[config.mk]
export PLATFORM = sky130hd
export DESIGN_NAME = multicycle_controller_flat
export DESIGN_NICKNAME = d
export VERILOG_FILES = /design/src/rtl/multicycle_controller_if.sv /design/src/rtl/multicycle_controller.sv /design/src/flat_wrapper.sv
export SDC_FILE = /design/constraint.sdc
export NUM_CORES = 1
export LEC_CHECK = 0
export BUFFER_PORTS_ARGS = -buffer_cell sky130_fd_sc_hd__buf_2
export CAP_MARGIN = 20
export CORE_UTILIZATION = 43
export DETAILED_ROUTE_END_ITERATION = 8
export GPL_TIMING_DRIVEN = 0
export PLACE_DENSITY_LB_ADDON = 0.2
export RECOVER_POWER = 50
export SLEW_MARGIN = 20
export SYNTH_ARGS = -nofsm -noshare
export SYNTH_HDL_FRONTEND = slang
export SYNTH_SLANG_ARGS = --single-unit
[constraint.sdc]
create_clock -name clk -period 1.4 [get_ports clk]
set_input_delay 0.07 -clock clk [delete_from_list [all_inputs] [get_ports clk]]
set_output_delay 0.07 -clock clk [all_outputs]
set_load 0.01 [all_outputs]
[src/rtl/multicycle_controller_if.sv]
// Control bundle between the multicycle controller and its datapath/memory.
// master = controller side, slave = datapath side.
interface multicycle_controller_if;
    logic [6:0] opcode;
    logic       zero;
    logic       mem_ready;
    logic       pc_write;
    logic       adr_src;
    logic       mem_valid;
    logic       mem_write;
    logic       ir_write;
    logic       reg_write;
    logic [1:0] result_src;
    logic [1:0] alu_src_a;
    logic [1:0] alu_src_b;
    logic [1:0] imm_src;
    logic [1:0] alu_op;
    logic       illegal_op;
    logic       retire;
    logic [3:0] state;

    modport master (
        input  opcode, zero, mem_ready,
        output pc_write, adr_src, mem_valid, mem_write, ir_write, reg_write,
               result_src, alu_src_a, alu_src_b, imm_src, alu_op,
               illegal_op, retire, state
    );

    modport slave (
        output opcode, zero, mem_ready,
        input  pc_write, adr_src, mem_valid, mem_write, ir_write, reg_write,
               result_src, alu_src_a, alu_src_b, imm_src, alu_op,
               illegal_op, retire, state
    );
endinterface

[src/rtl/multicycle_controller.sv]
// Multicycle RISC-V style main controller: state register plus combinational decode
// of datapath controls from the current state, opcode, zero flag and mem_ready.
module multicycle_controller (
    input  logic                    clk,
    input  logic                    rst,
    multicycle_controller_if.master bus
);

    typedef enum logic [3:0] {
        StFetch    = 4'd0,
        StDecode   = 4'd1,
        StMemAdr   = 4'd2,
        StMemRead  = 4'd3,
        StMemWb    = 4'd4,
        StMemWrite = 4'd5,
        StExecR    = 4'd6,
        StExecI    = 4'd7,
        StAluWb    = 4'd8,
        StBeq      = 4'd9,
        StJal      = 4'd10
    } state_e;

    state_e state_q, state_d;
    logic   illegal_q;

    logic is_load, is_store, is_rtype, is_branch, is_itype, is_jal, supported;

    assign is_load   = (bus.opcode == 7'b0000011);
    assign is_store  = (bus.opcode == 7'b0100011);
    assign is_rtype  = (bus.opcode == 7'b0110011);
    assign is_branch = (bus.opcode == 7'b1100011);
    assign is_itype  = (bus.opcode == 7'b0010011);
    assign is_jal    = (bus.opcode == 7'b1101111);
    assign supported = is_load | is_store | is_rtype | is_branch | is_itype | is_jal;

    always_ff @(posedge clk or posedge rst) begin
        if (rst) begin
            state_q   <= StFetch;
            illegal_q <= 1'b0;
        end else begin
            state_q   <= state_d;
            illegal_q <= (state_q == StDecode) && !supported;
        end
    end

    always_comb begin
        state_d = StFetch;
        case (state_q)
            StFetch:    state_d = bus.mem_ready ? StDecode : StFetch;
            StDecode: begin
                if (is_load || is_store) state_d = StMemAdr;
                else if (is_rtype)       state_d = StExecR;
                else if (is_itype)       state_d = StExecI;
                else if (is_branch)      state_d = StBeq;
                else if (is_jal)         state_d = StJal;
                else                     state_d = StFetch;
            end
            StMemAdr:   state_d = is_store ? StMemWrite : StMemRead;
            StMemRead:  state_d = bus.mem_ready ? StMemWb : StMemRead;
            StMemWrite: state_d = bus.mem_ready ? StFetch : StMemWrite;
            StExecR, StExecI, StJal: state_d = StAluWb;
            // MEMWB, ALUWB, BEQ and the unused encodings 11-15 all return to fetch
            default:    state_d = StFetch;
        endcase
    end

    always_comb begin
        bus.pc_write   = 1'b0;
        bus.adr_src    = 1'b0;
        bus.mem_valid  = 1'b0;
        bus.mem_write  = 1'b0;
        bus.ir_write   = 1'b0;
        bus.reg_write  = 1'b0;
        bus.result_src = 2'b00;
        bus.alu_src_a  = 2'b00;
        bus.alu_src_b  = 2'b00;
        bus.imm_src    = 2'b00;
        bus.alu_op     = 2'b00;
        bus.retire     = 1'b0;
        case (state_q)
            StFetch: begin
                bus.mem_valid  = 1'b1;
                bus.alu_src_b  = 2'b10;
                bus.result_src = 2'b10;
                bus.ir_write   = bus.mem_ready;
                bus.pc_write   = bus.mem_ready;
            end
            StDecode: begin
                bus.alu_src_a = 2'b01;
                bus.alu_src_b = 2'b01;
                bus.imm_src   = is_jal ? 2'b11 : 2'b10;
            end
            StMemAdr: begin
                bus.alu_src_a = 2'b10;
                bus.alu_src_b = 2'b01;
                bus.imm_src   = is_store ? 2'b01 : 2'b00;
            end
            StMemRead: begin
                bus.mem_valid = 1'b1;
                bus.adr_src   = 1'b1;
            end
            StMemWrite: begin
                bus.mem_valid = 1'b1;
                bus.adr_src   = 1'b1;
                bus.mem_write = 1'b1;
                bus.retire    = bus.mem_ready;
            end
            StMemWb: begin
                bus.result_src = 2'b01;
                bus.reg_write  = 1'b1;
                bus.retire     = 1'b1;
            end
            StAluWb: begin
                bus.reg_write = 1'b1;
                bus.retire    = 1'b1;
            end
            StExecR: begin
                bus.alu_src_a = 2'b10;
                bus.alu_op    = 2'b10;
            end
            StExecI: begin
                bus.alu_src_a = 2'b10;
                bus.alu_src_b = 2'b01;
                bus.alu_op    = 2'b10;
            end
            StBeq: begin
                bus.alu_src_a = 2'b10;
                bus.alu_op    = 2'b01;
                bus.pc_write  = bus.zero;
                bus.retire    = 1'b1;
            end
            StJal: begin
                bus.alu_src_a = 2'b01;
                bus.alu_src_b = 2'b10;
                bus.pc_write  = 1'b1;
            end
            default: ;
        endcase
        // Reset holds the FETCH mux selects but must not launch any access or write
        if (rst) begin
            bus.pc_write  = 1'b0;
            bus.ir_write  = 1'b0;
            bus.mem_valid = 1'b0;
            bus.mem_write = 1'b0;
            bus.reg_write = 1'b0;
            bus.retire    = 1'b0;
        end
    end

    assign bus.state      = state_q;
    assign bus.illegal_op = illegal_q;

endmodule

[src/flat_wrapper.sv]
// flat-port wrapper written by rule: the top's interface ports become plain ports
module multicycle_controller_flat 
  (clk, rst, bus_opcode, bus_zero, bus_mem_ready, bus_pc_write, bus_adr_src, bus_mem_valid, bus_mem_write, bus_ir_write, bus_reg_write, bus_result_src, bus_alu_src_a, bus_alu_src_b, bus_imm_src, bus_alu_op, bus_illegal_op, bus_retire, bus_state);
  multicycle_controller_if bus_i ();
  input  logic clk;
  input  logic rst;
  input wire logic [$bits(bus_i.opcode)-1:0] bus_opcode;
  input wire logic [$bits(bus_i.zero)-1:0] bus_zero;
  input wire logic [$bits(bus_i.mem_ready)-1:0] bus_mem_ready;
  output wire logic [$bits(bus_i.pc_write)-1:0] bus_pc_write;
  output wire logic [$bits(bus_i.adr_src)-1:0] bus_adr_src;
  output wire logic [$bits(bus_i.mem_valid)-1:0] bus_mem_valid;
  output wire logic [$bits(bus_i.mem_write)-1:0] bus_mem_write;
  output wire logic [$bits(bus_i.ir_write)-1:0] bus_ir_write;
  output wire logic [$bits(bus_i.reg_write)-1:0] bus_reg_write;
  output wire logic [$bits(bus_i.result_src)-1:0] bus_result_src;
  output wire logic [$bits(bus_i.alu_src_a)-1:0] bus_alu_src_a;
  output wire logic [$bits(bus_i.alu_src_b)-1:0] bus_alu_src_b;
  output wire logic [$bits(bus_i.imm_src)-1:0] bus_imm_src;
  output wire logic [$bits(bus_i.alu_op)-1:0] bus_alu_op;
  output wire logic [$bits(bus_i.illegal_op)-1:0] bus_illegal_op;
  output wire logic [$bits(bus_i.retire)-1:0] bus_retire;
  output wire logic [$bits(bus_i.state)-1:0] bus_state;
  assign bus_i.opcode = bus_opcode;
  assign bus_i.zero = bus_zero;
  assign bus_i.mem_ready = bus_mem_ready;
  assign bus_pc_write = bus_i.pc_write;
  assign bus_adr_src = bus_i.adr_src;
  assign bus_mem_valid = bus_i.mem_valid;
  assign bus_mem_write = bus_i.mem_write;
  assign bus_ir_write = bus_i.ir_write;
  assign bus_reg_write = bus_i.reg_write;
  assign bus_result_src = bus_i.result_src;
  assign bus_alu_src_a = bus_i.alu_src_a;
  assign bus_alu_src_b = bus_i.alu_src_b;
  assign bus_imm_src = bus_i.imm_src;
  assign bus_alu_op = bus_i.alu_op;
  assign bus_illegal_op = bus_i.illegal_op;
  assign bus_retire = bus_i.retire;
  assign bus_state = bus_i.state;
  multicycle_controller u_core (.clk(clk), .rst(rst), .bus(bus_i));
endmodule
==> impl_metrics.tcl <==
set metrics [dict create \
    hold_viol 0 \
    skew_ps 5.43 \
    slew_viol_final 0 \
    synth_cells 83 \
    peakVddDrop_v 0.00123 \
    place_inst 130 \
    die_h_um 40.0 \
    grt_max_degree 11 \
    outcome "complete, but fails checks" \
    clk_latency_ps 240 \
    setup_viol 12 \
    path_cells "buf_6, buf_12, nor3_4, a21oi_2, nor3_2, buf_2" \
    cts_tree "yes" \
    routed-via-count 898 \
    ys_types 36 \
    drt_iter0_markers 56 \
    power.leakage_uw 0.000517 \
    max-cap-violations 0 \
    cts.sinks 5 \
    antenna_cells 0 \
    clk_pin_slew_worst_paths_ps 50 \
    drcViolationCount 0 \
    place.gp.congestion 0.793 \
    grt_antenna_before_repair 0 \
    drtPass1Iterations 5 \
    dieArea_um2 1600 \
    yosys_warnings 0 \
    die_x_um 40.0 \
    min_path_cells 2 \
    synth_seq_area_share 0.202 \
    critical-path-slowest-cell "dfrtp_2" \
    grt_pass1_vias 583 \
    drive_above_1_share 0.614 \
    r2r-end "u_core.bus.state[0]" \
    fmax_ghz 0.634 \
    final_nets 144 \
    wl_per_cell_um 16.6 \
    core_um2 1320 \
    clockBufferDepth 2 \
    htreeDepth 1 \
    finalPower_uw 2050 \
    io_pins 33 \
    start_util 0.471 \
    synthFlopType "dfrtp_1" \
    hpwlAfterDp_um 1220 \
    overflow 0 \
    path_max_fanout 7 \
    layout.cells.non_filler 147 \
    ff2ff_path_depth 6 \
    rsz0062_at_grt "true" \
    start_kind "register" \
    grt_usage 0.252 \
    relSlewSlack 0.773 \
    endpoint_kind "output port" \
    grt_pass1_wl_um 2600 \
    hold_path_class "input pin to register" \
    hold_start "bus_opcode[2]" \
    criticalPathCategory "register to output port" \
    min_period_over_period 1.13 \
    postRouteAntennaNets 0 \
    hold_end "u_core.bus.state[0]" \
    powerDensity_nw_per_um2 1780 \
    place_worst_setup_slack_ps -118 \
    yosysTopAreaCell "dfrtp_1" \
    cpPeakStageDelay_ps 410 \
    synth.cell_area_um2 621 \
    final_cell_mix "buf_2 (30), nor2_1 (10), buf_6 (9), buf_4 (6)" \
    drt_wl_total_um 2440 \
    timing.final.ws_setup_ps -178 \
    via_per_inst 6.11 \
    syn_area_per_cell_um2 7.48 \
    syn_to_final_growth_pct 86.3 \
    rows 13 \
    synth_top_cell_area_share 0.202 \
    cts_inserted_buffers 3 \
    io_buffers 32 \
    period_minus_slack_ps 1580 \
    final_common_cell "buf_2" \
    async_flop_share 1.00 \
    r2r_slack_ps -100 \
    synth_nets 94 \
    r2r-start "u_core.bus.state[2]" \
    ys_top_cells_by_area "dfrtp_1 (20%), nor2_1 (7.9%), nor3_1 (6.5%)" \
    violations "setup timing" \
    crit_arrival_ps 1510 \
    synth-seq-cells 5 \
    worstMarginPinSlew_ps 338 \
    synth-edff-count 0 \
    root_buffer "clkbuf_4" \
    cp_data_required_time_ps 1330 \
]
[cell families after synthesis]
logic type             count (synthesis)  share of synthesized area
flip-flops                             5                      0.202
multiplexers                           1                     0.0161
buffers and inverters                  7                     0.0524
AND/OR/NAND/NOR                       47                      0.440
XOR/XNOR                               3                     0.0423
AO/OA/AOI/OAI                         20                      0.248
[critical path, delay by kind of cell (launching register included)]
kind | cells | cell delay, ps
buffers and inverters | 3 | 450
flip-flops | 1 | 410
AO/OA/AOI/OAI | 1 | 50
AND/OR/NAND/NOR | 2 | 360
[layer usage]
metal | vias up | track usage | wire [um]
met2 | 48 | 0.367 | 1230
met4 | 0 | 0.155 | 35
li1 | 402 | - | -
met1 | 442 | 0.349 | 1000
met5 | - | 0 | 0
met3 | 6 | 0.0333 | 173
[final cells by class]
| class | instances | area, um^2 |
|---|---|---|
| Fill cell | 76 | 161 |
| Tap cell | 15 | 18.8 |
| Inverter | 3 | 11.3 |
| Timing Repair Buffer | 45 | 302 |
| Sequential cell | 5 | 129 |
| Multi-Input combinational cell | 71 | 616 |
| Clock buffer | 4 | 26.3 |
| Buffer | 4 | 53.8 |
[power breakdown]
group | switching, uW | internal, uW | total (uW)
Combinational | 821 | 806 | 1630
Clock | 59.9 | 108 | 168
Sequential | 64.3 | 195 | 259
[per-stage QoR]
| stage | TNS (ps) | hold slack (ps) | util | area (um^2) |
|---|---|---|---|---|
| 2_1_floorplan | -8.75 | -151 | - | 632 |
| 3_3_place_gp | -107 | 38.2 | 0.615 | 811 |
| 3_5_place_dp | -131 | 38.2 | 0.615 | 811 |
| 4_1_cts | -627 | 88.4 | 0.764 | 1010 |
| 5_1_grt | -1740 | 121 | 0.877 | 1160 |
| 6_report | -1020 | 116 | 0.877 | 1160 |
[worst max path at each step]
| stage | start | to | slack (ps) | cells after the start |
|---|---|---|---|---|
| final | u_core.bus.state[1] | bus_mem_valid | -180 | 6 |
| after floorplan | u_core.bus.state[1] | bus_imm_src[0] | -9 | 4 |
| after detailed placement | u_core.bus.state[1] | bus_imm_src[0] | -120 | 5 |
| after CTS | u_core.bus.state[1] | bus_imm_src[0] | -120 | 5 |
| after global placement | u_core.bus.state[1] | bus_imm_src[0] | -110 | 5 |
| after global routing | u_core.bus.state[2] | bus_imm_src[0] | -250 | 6 |
[Yosys cell counts (all sizes together) (2+ instances only)]
library cell and number:
buf 3, a21oi 6, inv 3, nand3 4, o31ai 2, nor2 13, xor2 2, or2 3
dfrtp 5, nand2 2, a21boi 2, nor2b 5, nor4 2, nand2b 7, nor3 9
[sequential cells by signal (all words and copies together), names as in the netlist]
register,flops
u_core.bus.state,4
u_core.bus.illegal_op,1
[repair_timing]
item / 4_1_cts / 5_1_grt
pin swaps: 6 / 3
hold endpoints to repair: 5 / 0
endpoints found under the setup margin: 15 / 14
cloned: 0 / 1
setup buffers: 8 / 3
gates resized for setup: 25 / 22
hold buffers: 1 / 0
Note: power is estimated with default switching activity, not from simulation.
